--- src/rtl/usb_spi_flash_arb.sv ---
// usb_spi_flash_arb
//
// Shares one SPI flash pin set between two masters. Port 0 is the DFU control endpoint's
// flash bridge; port 1 is a secondary master (boot-image or flash-ID reader). Whole
// transactions are granted: an owner keeps the pins until it has both dropped its request
// and raised its chip select. A chip-select-high guard period separates owners, and an
// optional hold timeout revokes a grant that is held too long.
//
// Parameters:
//   GUARD_CYCLES  cycles spi_csel_o is forced high after a release/revoke (1..255)
//   HOLD_TIMEOUT  max cycles a grant may be held; 0 disables the timeout
//
// Ports:
//   clk_i        system clock (shared with the USB endpoint logic)
//   reset_ni     synchronous reset, active low
//   req_i[1:0]   per-port request
//   grant_o[1:0] registered grant, one-hot or zero
//   m_csel_i     per-port chip select (active low)
//   m_clk_i      per-port SPI clock
//   m_mosi_i     per-port MOSI
//   m_miso_o     per-port MISO, only the granted port sees spi_miso_i
//   spi_csel_o   flash chip select
//   spi_clk_o    flash SPI clock
//   spi_mosi_o   flash MOSI
//   spi_miso_i   flash MISO
//   busy_o       high while a port owns the pins or the guard period runs
//   timeout_o    one-cycle pulse when a grant is revoked by the hold timeout

module usb_spi_flash_arb #(
  parameter int unsigned GUARD_CYCLES = 4,
  parameter int unsigned HOLD_TIMEOUT = 0
) (
  input  logic       clk_i,
  input  logic       reset_ni,
  input  logic [1:0] req_i,
  output logic [1:0] grant_o,
  input  logic [1:0] m_csel_i,
  input  logic [1:0] m_clk_i,
  input  logic [1:0] m_mosi_i,
  output logic [1:0] m_miso_o,
  output logic       spi_csel_o,
  output logic       spi_clk_o,
  output logic       spi_mosi_o,
  input  logic       spi_miso_i,
  output logic       busy_o,
  output logic       timeout_o
);

  localparam logic [7:0]  GuardLoad = 8'(GUARD_CYCLES - 1);
  localparam logic [31:0] HoldLast  = 32'(HOLD_TIMEOUT - 1);
  localparam bit          HoldEn    = (HOLD_TIMEOUT != 0);

  typedef enum logic [1:0] {
    StIdle,
    StGrant,
    StGuard
  } state_e;

  state_e      state_q, state_d;
  logic [1:0]  grant_q, grant_d;
  logic        last_q, last_d;
  logic [7:0]  guard_cnt_q, guard_cnt_d;
  logic [31:0] hold_cnt_q, hold_cnt_d;
  logic        timeout_q, timeout_d;

  // Index of the current owner; only meaningful in StGrant where grant_q is one-hot.
  logic own;
  logic pick;
  logic release_ok;

  assign own        = grant_q[1];
  // Release needs both a dropped request and a raised chip select, so a command in
  // flight is never cut short.
  assign release_ok = ~req_i[own] & m_csel_i[own];

  always_comb begin
    state_d     = state_q;
    grant_d     = grant_q;
    last_d      = last_q;
    guard_cnt_d = guard_cnt_q;
    hold_cnt_d  = hold_cnt_q;
    timeout_d   = 1'b0;
    pick        = 1'b0;

    unique case (state_q)
      StIdle: begin
        if (req_i != 2'b00) begin
          // Tie goes to the port that did not own last.
          pick        = (req_i == 2'b11) ? ~last_q : req_i[1];
          grant_d     = pick ? 2'b10 : 2'b01;
          last_d      = pick;
          hold_cnt_d  = '0;
          state_d     = StGrant;
        end
      end
      StGrant: begin
        if (release_ok) begin
          // Release wins over a coincident timeout.
          grant_d     = 2'b00;
          guard_cnt_d = GuardLoad;
          state_d     = StGuard;
        end else if (HoldEn && (hold_cnt_q == HoldLast)) begin
          grant_d     = 2'b00;
          guard_cnt_d = GuardLoad;
          timeout_d   = 1'b1;
          state_d     = StGuard;
        end else if (HoldEn) begin
          hold_cnt_d  = hold_cnt_q + 32'd1;
        end
      end
      StGuard: begin
        if (guard_cnt_q == 8'd0) begin
          state_d     = StIdle;
        end else begin
          guard_cnt_d = guard_cnt_q - 8'd1;
        end
      end
      default: begin
        state_d = StIdle;
        grant_d = 2'b00;
      end
    endcase
  end

  always_ff @(posedge clk_i) begin
    if (!reset_ni) begin
      state_q     <= StIdle;
      grant_q     <= 2'b00;
      last_q      <= 1'b1;
      guard_cnt_q <= '0;
      hold_cnt_q  <= '0;
      timeout_q   <= 1'b0;
    end else begin
      state_q     <= state_d;
      grant_q     <= grant_d;
      last_q      <= last_d;
      guard_cnt_q <= guard_cnt_d;
      hold_cnt_q  <= hold_cnt_d;
      timeout_q   <= timeout_d;
    end
  end

  // Pin mux: combinational pass-through from the owner, idle values otherwise.
  always_comb begin
    spi_csel_o = 1'b1;
    spi_clk_o  = 1'b0;
    spi_mosi_o = 1'b0;
    m_miso_o   = 2'b00;
    if (state_q == StGrant) begin
      spi_csel_o = m_csel_i[own];
      spi_clk_o  = m_clk_i[own];
      spi_mosi_o = m_mosi_i[own];
      m_miso_o   = own ? {spi_miso_i, 1'b0} : {1'b0, spi_miso_i};
    end
  end

  assign grant_o   = grant_q;
  assign busy_o    = (state_q != StIdle);
  assign timeout_o = timeout_q;

  // Invariants.
  a_grant_onehot0 : assert property (@(posedge clk_i) disable iff (!reset_ni)
                                     grant_o != 2'b11);
  a_csel_idle     : assert property (@(posedge clk_i) disable iff (!reset_ni)
                                     (grant_o == 2'b00) |-> spi_csel_o);

endmodule

--- config.mk ---
export PLATFORM = sky130hd
export DESIGN_NAME = usb_spi_flash_arb
export DESIGN_NICKNAME = d
export VERILOG_FILES = /design/src/rtl/usb_spi_flash_arb.sv
export SDC_FILE = /design/constraint.sdc
export NUM_CORES = 1
export LEC_CHECK = 0
export CORE_MARGIN = 2
export CORE_UTILIZATION = 47
export DETAILED_ROUTE_END_ITERATION = 16
export PLACE_DENSITY = 0.86
export SLEW_MARGIN = 5
export SYNTH_ARGS = -nofsm -noshare
export SYNTH_HDL_FRONTEND = slang
export SYNTH_SLANG_ARGS = --single-unit
--- constraint.sdc ---
create_clock -name clk_i -period 2.3 [get_ports clk_i]
set_input_delay 0.46 -clock clk_i [delete_from_list [all_inputs] [get_ports clk_i]]
set_output_delay 0.46 -clock clk_i [all_outputs]
set_load 0.1 [all_outputs]
==> results.yml, run 1 <==
timing:
  setup-tns-final_ns: 0
  final-hold-violation-count: 0
  rsz0062_at_grt: "false"
  fin_crit_sh: 0.874
  fmaxAchievable_mhz: 497
  period_minus_slack_ns: 2.01
  worst_clock_skew_ns: 0.00349
  finalMaxSlewViolations: 0
  setup-violations-final: 0
synth:
  synth_top_cell_area_share: 0.315
  yosys.area_share.simple: 0.245
  synthMuxAreaShare: 0.109
  synth_area_leaders: "dfxtp_1 32%, mux2i_1 11%, nand3b_1 6.4%"
  synth_commonest_cells: "13 x dfxtp_1, 10 x nor2_1, 9 x mux2i_1, 8 x nand2_1"
  synth_xor_area_frac: 0
  ys_ff_latch: 13
  yosysMostFrequentCell: "dfxtp_1"
  yosysTopAreaCell: "dfxtp_1"
  synth_fp_nets: 113
  synth_top_family_by_area: "simple AND/OR/NAND/NOR gates"
  ys.flop_type: "dfxtp_1"
  synth_fa_ha_area_frac: 0.0303
  yosysWarnings: 0
  synth_compound_area_frac: 0.205
  postSynthCellCount: 100
  synthArstFlopShare: 0
  netlist_area_um2: 826
  synthDistinctLibCells: 31
  synth_edf_count: 0
  ys_seq_area_frac: 0.315
  avgSynthCellArea_um2: 8.26
clocking:
  clk_pin_slew_ns: 0.07
  cts_buffers: 3
  cts.path.max_buffers: 2
  cts.root.buffer_cell: "clkbuf_4"
  ctsHoldBuffers: 0
  cts_resized: 0
  tritoncts: "yes"
  clock_sinks: 13
  postCtsSetupRepairBufs: 0
  clock_latency_ns: 0.28
  htreeDepth: 1
floorplan:
  die_area_um2: 2110
  start_util: 0.489
  die_w_um: 45.9
  fp.dieH_um: 45.9
  core_um2: 1690
  io_pins: 20
  num_rows: 15
grt:
  grt_pass1_wl_mm: 2.78
  use_met1: 0.204
  grt.busiest_layer: "met2"
  grt_max_degree: 17
  grt_use_met3: 0.0397
  antenna_found_initial: 0
  grt_usage: 0.183
  met2_usage: 0.342
  grt_pass1_vias: 689
  grt-ovfl-total: 0
cells_and_area:
  syn2layout_area_growth_pct: 33.2
  final_util: 0.651
  stdcell_area_um2: 1100
  diodes: 0
  drive_gt1_frac: 0.208
  final_cell_count_no_fill: 137
  fin_nets: 134
detailed_routing:
  wl_per_cell_um: 13.1
  drt_first_pass_iters: 4
  ant_nets: 0
  drc: 0
  drt-initial-drc-count: 12
  vias: 782
  wirelength_mm: 1.79
  viasPerCell: 5.71
pwr:
  ir_drop_v: 0.000444
  total_power_uw: 680
  power_per_cell_area_nw_per_um2: 618
  p_leak_uw: 0.000441
placed_design:
  postPlaceCellArea_um2: 1070
  hpwlAfterDp_mm: 1.40
  portBuffers: 18
  dpl.cell_count: 133
  gp_congestion: 0.909
run_status:
  outcome: "complete, no violations"
worst_setup_path:
  arrival_ns: 2.23
  critPathKind: "in -> reg"
  crit_fanout: 10
  start_kind: "input port"
  worst_setup_path_end_kind: "flop"
  cp.required_ns: 2.52
  reg2reg_slack_ns: 0.44
run:
  cap_violations: 0
worst_hold_path:
  hp-class: "reg -> reg"
==> final cells by class <==
cell class | count | area, µm²
fill | 144 | 589
tap | 17 | 21.3
multi-input combinational | 73 | 504
sequential | 13 | 262
timing repair buffer | 23 | 260
inverter | 7 | 26.3
clock buffer | 4 | 26.3
==> power by group <==
group          switching (µW)  internal [µW]
logic                     169            104
registers                23.2            244
clock network            71.4           67.4
total                     264            416
==> worst max-delay path, stage by stage <==
cell	delay, ns
clkdlybuf4s50_1	0.48
or3b_4	0.39
a21o_1	0.32
a2111oi_4	0.37
mux2i_1	0.21
==> metal layers <==
| metal | vias up | part of all wire |
|---|---|---|
| met5 | - | 0 |
| li1 | 391 | - |
| met4 | 0 | 0.012 |
| met3 | 3 | 0.079 |
| met2 | 26 | 0.51 |
| met1 | 362 | 0.40 |
==> path summary, 6_finish.rpt <==
| path | startpoint | cells after the start | endpoint |
|---|---|---|---|
| setup / recovery | m_csel_i[0] | 5 | guard_cnt_q[3] |
| hold / removal | guard_cnt_q[5] | 2 | guard_cnt_q[5] |
| setup reg to reg | guard_cnt_q[0] | 5 | guard_cnt_q[3] |
| hold reg to reg | guard_cnt_q[5] | 2 | guard_cnt_q[5] |
==> registers in the layout (all words and copies together), names as in the netlist <==
register	cells
state_q	2
grant_o	2
guard_cnt_q	8
last_q	1
==> cells in the final DEF (no fill, tap or decap) <==
cell / instances
dfxtp_2: 1
buf_12: 5
nor2b_1: 1
nand3_1: 7
a2111oi_4: 1
nor2_2: 2
a31oi_1: 2
inv_1: 7
dfxtp_1: 12
or3b_4: 1
clkbuf_4: 3
ha_1: 2
o211ai_1: 1
nor2_4: 1
o21ai_0: 3
nor2_1: 7
buf_4: 8
o22a_1: 1
nand2_1: 8
clkdlybuf4s50_1: 10
clkbuf_1: 1
and3_2: 1
a311o_2: 1
a211oi_2: 1
a21oi_1: 7
and2_1: 1
nand2b_1: 1
conb_1: 1
a21boi_1: 1
mux2i_1: 9
nor3_1: 1
nor4_1: 1
a21o_1: 1
a2111oi_0: 1
nand3b_1: 7
o21a_1: 2
==> logic make-up (layout without fill, tap and decap cells) <==
family,count (synthesis),in the layout
AO/OA/AOI/OAI,22,22
adder cells (fa/ha/maj),2,2
buffers and inverters,14,34
flip-flops,13,13
multiplexers,9,9
other,1,1
AND/OR/NAND/NOR,39,39
==> metrics by stage <==
step,hold WS (ns),setup slack [ns]
floorplan,0.454,0.119
global placement,0.470,0.0775
detailed placement,0.479,0.0341
CTS,0.489,0.281
global route,0.524,0.174
finish,0.484,0.290
Note: power is estimated with default switching activity, not from simulation.
==> inputs of run 2 (changes only) <==
- CORE_UTILIZATION: 47 -> 55
- DONT_BUFFER_PORTS: default -> 1
- PLACE_DENSITY: 0.86 -> 0.8
- clock period: 2.3 -> 2.2 ns (I/O delays scaled with it)
==> results.yml, run 2 (synthesis results as in run 1) <==
run_status:
  outcome: "complete, no violations"
worst_setup_path:
  path_cells: "or3b_4 > a21o_1 > a2111oi_4 > mux2i_1"
  start_kind: "flop"
  critPathTopFamily: "compound AO/OA/AOI/OAI gates"
  cp.buffers_inverters: 0
  rr_startpoint: "grant_o[1]"
  crit_fanout: 21
  startpoint: "grant_o[1]"
  cp.required_ns: 2.42
  worst_path_largest_cell_delay_ns: 0.43
  worst_setup_path_end_kind: "flop"
  slowest_stage: "a21o_1"
  arrival_ns: 2.13
  critPathKind: "reg -> reg"
cells_and_area:
  diodes: 0
  drive_gt1_frac: 0.181
  fillers: 115
  final_common_cell: "dfxtp_1"
  fin_nets: 119
  largest_reg_flops: 8
  stdcell_area_um2: 908
  regMostFlops: "guard_cnt_q"
  final_util: 0.673
  final_cell_count_no_fill: 120
  mostFrequentLayoutCells: "12 x dfxtp_1, 9 x mux2i_1, 8 x nand2_1"
  syn2layout_area_growth_pct: 10.0
grt:
  grt_pass1_wl_mm: 2.82
  antenna_found_initial: 0
  grt_use_met3: 0.0340
  grt_usage: 0.203
  grt_pass1_vias: 704
  met2_usage: 0.370
  use_met1: 0.216
  grt-ovfl-total: 0
  grt.busiest_layer: "met2"
  grt_max_degree: 22
floorplan:
  core_um2: 1350
  num_rows: 13
  die_w_um: 42.8
  die_area_um2: 1830
  start_util: 0.612
  io_pins: 20
  fp.dieH_um: 42.8
clocking:
  clock_latency_ns: 0.29
  clock_sinks: 13
  tritoncts: "yes"
  cts_buffers: 3
  postCtsSetupRepairBufs: 0
  cts_resized: 0
  clk_pin_slew_ns: 0.08
  htreeDepth: 1
  cts.root.buffer_cell: "clkbuf_4"
  ctsHoldBuffers: 0
  cts.path.max_buffers: 2
worst_hold_path:
  min_from: "reset_ni"
  hp-class: "in -> reg"
detailed_routing:
  viasPerCell: 5.98
  wirelength_mm: 1.61
  ant_nets: 0
  wl_per_cell_um: 13.4
  drc: 0
  drt_first_pass_iters: 5
  drt-initial-drc-count: 12
  vias: 718
timing:
  worst_clock_skew_ns: 0.00707
  setup-tns-final_ns: 0
  period_minus_slack_ns: 1.91
  final-hold-violation-count: 0
  fin_crit_sh: 0.867
  slew_headroom: 0.544
  setup-violations-final: 0
  tightest_slew_ns: 0.683
  finalMaxSlewViolations: 0
  fmaxAchievable_mhz: 524
  rsz0062_at_grt: "false"
  fin_ws_ns: 0.292
placed_design:
  dpl.cell_count: 116
  gp_congestion: 0.813
  postPlaceCellArea_um2: 882
  place_ws_ns: 0.276
  hpwlAfterDp_mm: 1.21
  portBuffers: 0
pwr:
  power_per_cell_area_nw_per_um2: 740
  ir_drop_v: 0.000360
  p_leak_uw: 0.000365
run:
  cap_violations: 0
-- run 2: path summary, 6_finish.rpt --
| check | end | slack, ns | cells after the start |
|---|---|---|---|
| worst min-delay path | last_q | 0.25 | 1 |
| worst min register to register | guard_cnt_q[5] | 0.49 | 2 |
| worst max-delay path | guard_cnt_q[3] | 0.29 | 4 |
| worst max register to register | guard_cnt_q[3] | 0.29 | 4 |
-- run 2: layer usage --
metal / vias up / share of wire
met1: 328 / 0.43
li1: 359 / -
met3: 5 / 0.070
met4: 0 / 0.025
met2: 26 / 0.48
met5: - / 0
-- run 2: area by class of cell --
cell class | count | area [µm²] | share of cell area
tap | 15 | 18.8 | 0.0207
timing repair buffer | 8 | 72.6 | 0.0799
clock buffer | 4 | 26.3 | 0.0289
inverter | 7 | 26.3 | 0.0289
sequential | 13 | 262 | 0.288
multi-input combinational | 73 | 503 | 0.554
-- run 2: power by group --
| part | switching [µW] | internal (µW) |
|---|---|---|
| Clock | 85.0 | 70.6 |
| Sequential | 22.5 | 256 |
| Combinational | 164 | 74.8 |
-- run 2: per-stage QoR --
stage / power (µW) / hold slack (ns)
after global placement: 517 / 0.464
final: 672 / 0.255
after floorplan: 489 / 0.454
after detailed placement: 524 / 0.485
after global routing: 702 / 0.252
after CTS: 668 / 0.265
-- run 2: worst register-to-register path, delay by kind of cell, from the launching register on --
kind / cells / cell delay, ns
DFF: 1 / 0.38
muxes: 1 / 0.21
AOI/OAI and AO/OA: 2 / 0.83
and+or+nand+nor: 1 / 0.42
